[src/rtl/frequency_band_analyzer.sv]
// frequency_band_analyzer: measures input period and counts hits per programmable band over fixed windows
module frequency_band_analyzer #(
    parameter int CHANNELS      = 4,
    parameter int PERIOD_WIDTH  = 24,
    parameter int COUNTER_WIDTH = 32,
    parameter int WINDOW_CYCLES = 50000000,
    parameter int SYNC_STAGES   = 2
) (
    input  logic                              clock,
    input  logic                              reset,
    input  logic                              enable,
    input  logic                              clear,
    input  logic                              sample_data,
    input  logic [CHANNELS*PERIOD_WIDTH-1:0]  period_min,
    input  logic [CHANNELS*PERIOD_WIDTH-1:0]  period_max,
    output logic [CHANNELS*COUNTER_WIDTH-1:0] counts,
    output logic                              counts_valid,
    output logic [PERIOD_WIDTH-1:0]           last_period,
    output logic                              overflow
);
    localparam int WW = $clog2(WINDOW_CYCLES);
    localparam logic [WW-1:0] WIN_LAST = WW'(WINDOW_CYCLES - 1);
    localparam logic [PERIOD_WIDTH-1:0] P_MAX = {PERIOD_WIDTH{1'b1}};
    localparam logic [COUNTER_WIDTH-1:0] C_MAX = {COUNTER_WIDTH{1'b1}};

    logic [SYNC_STAGES-1:0]   sync;
    logic                     sync_prev;
    logic                     rise;
    logic                     run;
    logic                     armed;
    logic                     period_sat;
    logic                     period_ok;
    logic                     win_end;
    logic [PERIOD_WIDTH-1:0]  period_cnt;
    logic                     pend_valid;
    logic [PERIOD_WIDTH-1:0]  pend_period;
    logic [WW-1:0]            win_cnt;
    logic [COUNTER_WIDTH-1:0] acc [CHANNELS];
    logic [COUNTER_WIDTH-1:0] acc_next [CHANNELS];
    logic [CHANNELS-1:0]      hit;
    logic [CHANNELS-1:0]      at_max;
    logic                     ovf_hit;

    // input synchronizer plus one delayed copy for edge detection
    always_ff @(posedge clock or negedge reset) begin
        if (!reset) begin
            sync      <= '0;
            sync_prev <= 1'b0;
        end else begin
            sync      <= {sync[SYNC_STAGES-2:0], sample_data};
            sync_prev <= sync[SYNC_STAGES-1];
        end
    end

    // edge qualification and window-end decode
    always_comb begin
        run        = enable & ~clear;
        rise       = sync[SYNC_STAGES-1] & ~sync_prev;
        period_sat = period_cnt == P_MAX;
        period_ok  = run & rise & armed & ~period_sat;
        win_end    = run & (win_cnt == WIN_LAST);
    end

    // period counter and armed flag: a period is only trusted between two edges seen while armed
    always_ff @(posedge clock or negedge reset) begin
        if (!reset) begin
            period_cnt <= '0;
            armed      <= 1'b0;
        end else if (clear) begin
            period_cnt <= '0;
            armed      <= 1'b0;
        end else if (!enable) begin
            armed <= 1'b0;
        end else if (rise) begin
            period_cnt <= PERIOD_WIDTH'(1);
            armed      <= 1'b1;
        end else if (period_sat) begin
            armed <= 1'b0;
        end else begin
            period_cnt <= period_cnt + PERIOD_WIDTH'(1);
        end
    end

    // registered compare stage: holds the measured period for one cycle before classification
    always_ff @(posedge clock or negedge reset) begin
        if (!reset) begin
            pend_valid  <= 1'b0;
            pend_period <= '0;
        end else begin
            pend_valid <= period_ok;
            if (period_ok)
                pend_period <= period_cnt;
        end
    end

    // band classification against live bounds and saturating accumulator next-state
    always_comb begin
        hit      = '0;
        at_max   = '0;
        acc_next = acc;
        ovf_hit  = 1'b0;
        for (int i = 0; i < CHANNELS; i++) begin
            hit[i]      = pend_valid
                        & (pend_period >= period_min[i*PERIOD_WIDTH +: PERIOD_WIDTH])
                        & (pend_period <= period_max[i*PERIOD_WIDTH +: PERIOD_WIDTH]);
            at_max[i]   = acc[i] == C_MAX;
            acc_next[i] = win_end ? COUNTER_WIDTH'(hit[i])
                                  : acc[i] + COUNTER_WIDTH'(hit[i] & ~at_max[i]);
            ovf_hit     = ovf_hit | (hit[i] & at_max[i] & ~win_end);
        end
    end

    // window counter: wraps on the last enabled cycle of each window
    always_ff @(posedge clock or negedge reset) begin
        if (!reset)
            win_cnt <= '0;
        else if (clear)
            win_cnt <= '0;
        else if (enable)
            win_cnt <= win_end ? '0 : win_cnt + WW'(1);
    end

    // accumulators, published counts and status outputs
    always_ff @(posedge clock or negedge reset) begin
        if (!reset) begin
            for (int i = 0; i < CHANNELS; i++)
                acc[i] <= '0;
            counts       <= '0;
            counts_valid <= 1'b0;
            last_period  <= '0;
            overflow     <= 1'b0;
        end else begin
            counts_valid <= win_end;
            if (clear) begin
                for (int i = 0; i < CHANNELS; i++)
                    acc[i] <= '0;
                counts      <= '0;
                last_period <= '0;
                overflow    <= 1'b0;
            end else if (enable) begin
                for (int i = 0; i < CHANNELS; i++) begin
                    acc[i] <= acc_next[i];
                    if (win_end)
                        counts[i*COUNTER_WIDTH +: COUNTER_WIDTH] <= acc[i];
                end
                if (pend_valid)
                    last_period <= pend_period;
                if (ovf_hit)
                    overflow <= 1'b1;
            end
        end
    end
endmodule

[config.mk]
export PLATFORM = sky130hd
export DESIGN_NAME = frequency_band_analyzer
export DESIGN_NICKNAME = d
export VERILOG_FILES = /design/src/rtl/frequency_band_analyzer.sv
export SDC_FILE = /design/constraint.sdc
export NUM_CORES = 1
export LEC_CHECK = 0
export ABC_AREA = 1
export CAP_MARGIN = 20
export CORE_MARGIN = 3
export CORE_UTILIZATION = 50
export DETAILED_ROUTE_END_ITERATION = 6
export GPL_ROUTABILITY_DRIVEN = 0
export PLACE_DENSITY = 0.8
export SETUP_SLACK_MARGIN = 0.05
export SLEW_MARGIN = 0
export SYNTH_ARGS = -nofsm -noshare
export SYNTH_HDL_FRONTEND = slang
export SYNTH_SLANG_ARGS = --single-unit
[constraint.sdc]
create_clock -name clock -period 4.61 [get_ports clock]
set_input_delay 0.922 -clock clock [delete_from_list [all_inputs] [get_ports clock]]
set_output_delay 0.922 -clock clock [all_outputs]
set_load 0.005 [all_outputs]
==> flow_metrics.tcl <==
set metrics [dict create \
    status "finished clean" \
    hpwl_um 50300 \
    skew_ns 0.0227 \
    slew_headroom_pct 25.5 \
    cp_max_fo 4 \
    synth_cell_type_count 63 \
    clk_latency_ns 0.54 \
    syn_inst 2838 \
    cts.sinks 361 \
    rsz0062_at_grt "false" \
    start_util_pct 51.0 \
    dieArea_mm2 0.0469 \
    fin_area_mm2 0.0276 \
    drc 0 \
    grt_pass1_wl_um 106000 \
    hold_path.class "reg -> reg" \
    gr-total-overflow 0 \
    fin_nets 3580 \
    worstMarginPinSlew_ns 1.12 \
    viasPerCell 5.51 \
    ys_seq_elements 361 \
    critPathArrivalTime_ns 4.51 \
    setup_viol 0 \
    clockRootBuffer "clkbuf_16" \
    cts_tree "yes" \
    ys_warn_count 0 \
    power_density_mw_per_mm2 255 \
    post-cts-setup-buffer-count 0 \
    core_mm2 0.0435 \
    wl_um 66100 \
    die-height_um 217 \
    p_leak_uw 0.0133 \
    syn_to_final_growth_pct 24.4 \
    crit_type "in -> reg" \
    die_w_um 217 \
    fin_crit_sh_pct 88.8 \
    utilization_pct 63.5 \
    io_pins 351 \
    worstPathRequired_ns 5.02 \
    port_buffers 350 \
    std_cell_rows 76 \
    max_freq_mhz 244 \
    endpoint_kind "flip-flop" \
    n_fill_cell 3604 \
    clockBufferDepth 3 \
    via_count 20910 \
    drive_gt1_share_pct 4.87 \
    grt.total_usage_pct 27.8 \
    synth_area_mm2 0.0222 \
    startpoint_type "input pin" \
    finalHoldViolations 0 \
    grt_pass1_vias 20897 \
    min_period_ns 4.09 \
    syn_nets 3237 \
    antenna_found_initial 6 \
    drv_cap 0 \
    wl_per_cell_um 17.4 \
    synth_flop_cell "dfrtp_1" \
    ys_seq_area_share_pct 40.7 \
    dr.first_iter.drc_count 1964 \
    synth_edf_count 0 \
    postSynthAreaPerCell_um2 7.82 \
    path_clk_slew_ns 0.06 \
    ant_nets 0 \
    maxSlewViolCount 0 \
    placed_area_mm2 0.0262 \
    h-tree-depth 2 \
    grt_start_max_net_pins 113 \
    max-vdd-ir-drop_mv 0.203 \
    dr.pass1.iters 5 \
    async_reset_ff_share_pct 100 \
    cts_inserted_buffers 38 \
]
==> placed cells by master, fill, tap and decap left out, types with 44 or more instances in the layout <==
master,instances
nand3_1,112
nand2_1,648
ha_1,202
nor2_1,244
nand4_1,44
nor3_1,89
dfrtp_1,361
a21oi_1,142
xor2_1,50
clkdlybuf4s50_1,349
o21ai_1,78
inv_1,466
o21ai_0,123
==> cell families after synthesis <==
| group | count (synthesis) | synth area share [%] |
|---|---|---|
| compound gates | 454 | 11.7 |
| flops | 361 | 40.7 |
| buf+inv | 549 | 9.93 |
| simple gates | 1214 | 24.0 |
| xor+xnor | 57 | 2.25 |
| fa+ha+maj | 202 | 11.4 |
| mux | 1 | 0.0451 |
==> worst max-delay path: stages <==
cell,delay (ns)
clkdlybuf4s50_1,0.46
inv_1,0.04
ha_1,0.29
nand2_1,0.07
nor2_1,0.14
nand2_1,0.13
nor2_2,0.15
nand3_1,0.09
nor2_1,0.08
nor2_1,0.08
nor2_1,0.12
nand2_1,0.09
nor2_1,0.09
ha_1,0.18
ha_1,0.15
inv_1,0.09
nor2_8,0.14
nand2_4,0.08
nor2_4,0.12
nand2_1,0.10
nor2_2,0.16
nand2_2,0.11
nor2_4,0.13
nand2_2,0.07
clkinv_1,0.09
nand2_1,0.08
o21ai_1,0.17
a21oi_1,0.06
==> state kept, by name (all words and copies together), names as in the netlist <==
signal / cells
pend_valid: 1
sync: 2
period_cnt: 24
counts: 128
pend_period: 24
win_cnt: 26
last_period: 24
overflow: 1
sync_prev: 1
acc: 128
counts_valid: 1
armed: 1
==> final timing paths <==
path                       slack [ns]          end       startpoint  depth (start not counted)
max                              0.52      acc[28]   period_min[95]                         28
min                              0.35      sync[1]          sync[0]                          0
max reg2reg                      0.69      acc[28]  pend_period[23]                         26
min reg2reg                      0.35      sync[1]          sync[0]                          0
max in group asynchronous        3.10      acc[53]            reset                          2
min in group asynchronous        0.45  counts[100]            reset                          1
==> area by class of cell <==
cell class | instances | area (um2) | share of cell area (%)
Multi-Input combinational cell | 1928 | 11000 | 39.7
Sequential cell | 361 | 9030 | 32.7
Timing Repair Buffer | 376 | 3740 | 13.6
Inverter | 476 | 1790 | 6.48
Clock buffer | 53 | 1090 | 3.94
Tap cell | 585 | 732 | 2.65
Clock inverter | 12 | 241 | 0.875
Antenna cell | 6 | 15.0 | 0.0544
==> what timing repair did <==
action                     4_1_cts  5_1_grt
hold endpoints to repair         0        0
hold buffers                     0        0
setup endpoints to repair        0        3
gates resized for setup          0        2
==> where the power goes <==
part | leakage (uW) | internal (uW) | switching, uW
combinational | 0.00761 | 245 | 309
clock | 0.000649 | 2040 | 1250
sequential | 0.00503 | 3180 | 8.91
total | 0.0133 | 5460 | 1570
==> per-layer routing <==
layer  up-vias  global-route usage [%]  share of wire (%)  routed length [um]
met2       858                    46.6                 47               31200
met1      9932                    35.4                 41               27000
met3       205                    4.19                6.5                4290
met4         2                    13.3                5.4                3570
met5         -                       0              0.017                  11
li1       9913                       -                  -                   -
==> stage by stage <==
step	TNS, ns	hold WS [ns]	setup WS (ns)	total power [uW]	instances
after floorplan	0	0.331	1.09	3480	2838
after global placement	0	0.337	0.149	3770	3726
after detailed placement	-0.0141	0.336	-0.0112	3800	3726
after CTS	0	0.349	0.511	7070	3791
after global routing	0	0.373	0.0742	7260	3797
final	0	0.347	0.519	7020	3797
==> cell usage after synthesis, drive strengths merged (8+ instances only) <==
cell	count	area, um2
nor3	99	564
o22ai	21	131
o31ai	8	65.1
dfrtp	361	9030
ha	202	2530
xor2	50	438
a22o	17	149
inv	475	1780
clkbuf	27	101
o21ai	203	1020
nor2	265	1110
nor4	18	144
o21a	20	150
nand2	658	2510
a21oi	143	719
buf	46	315
nand3	116	601
nand4	45	288
No activity file was read; power rests on OpenSTA's default activity.
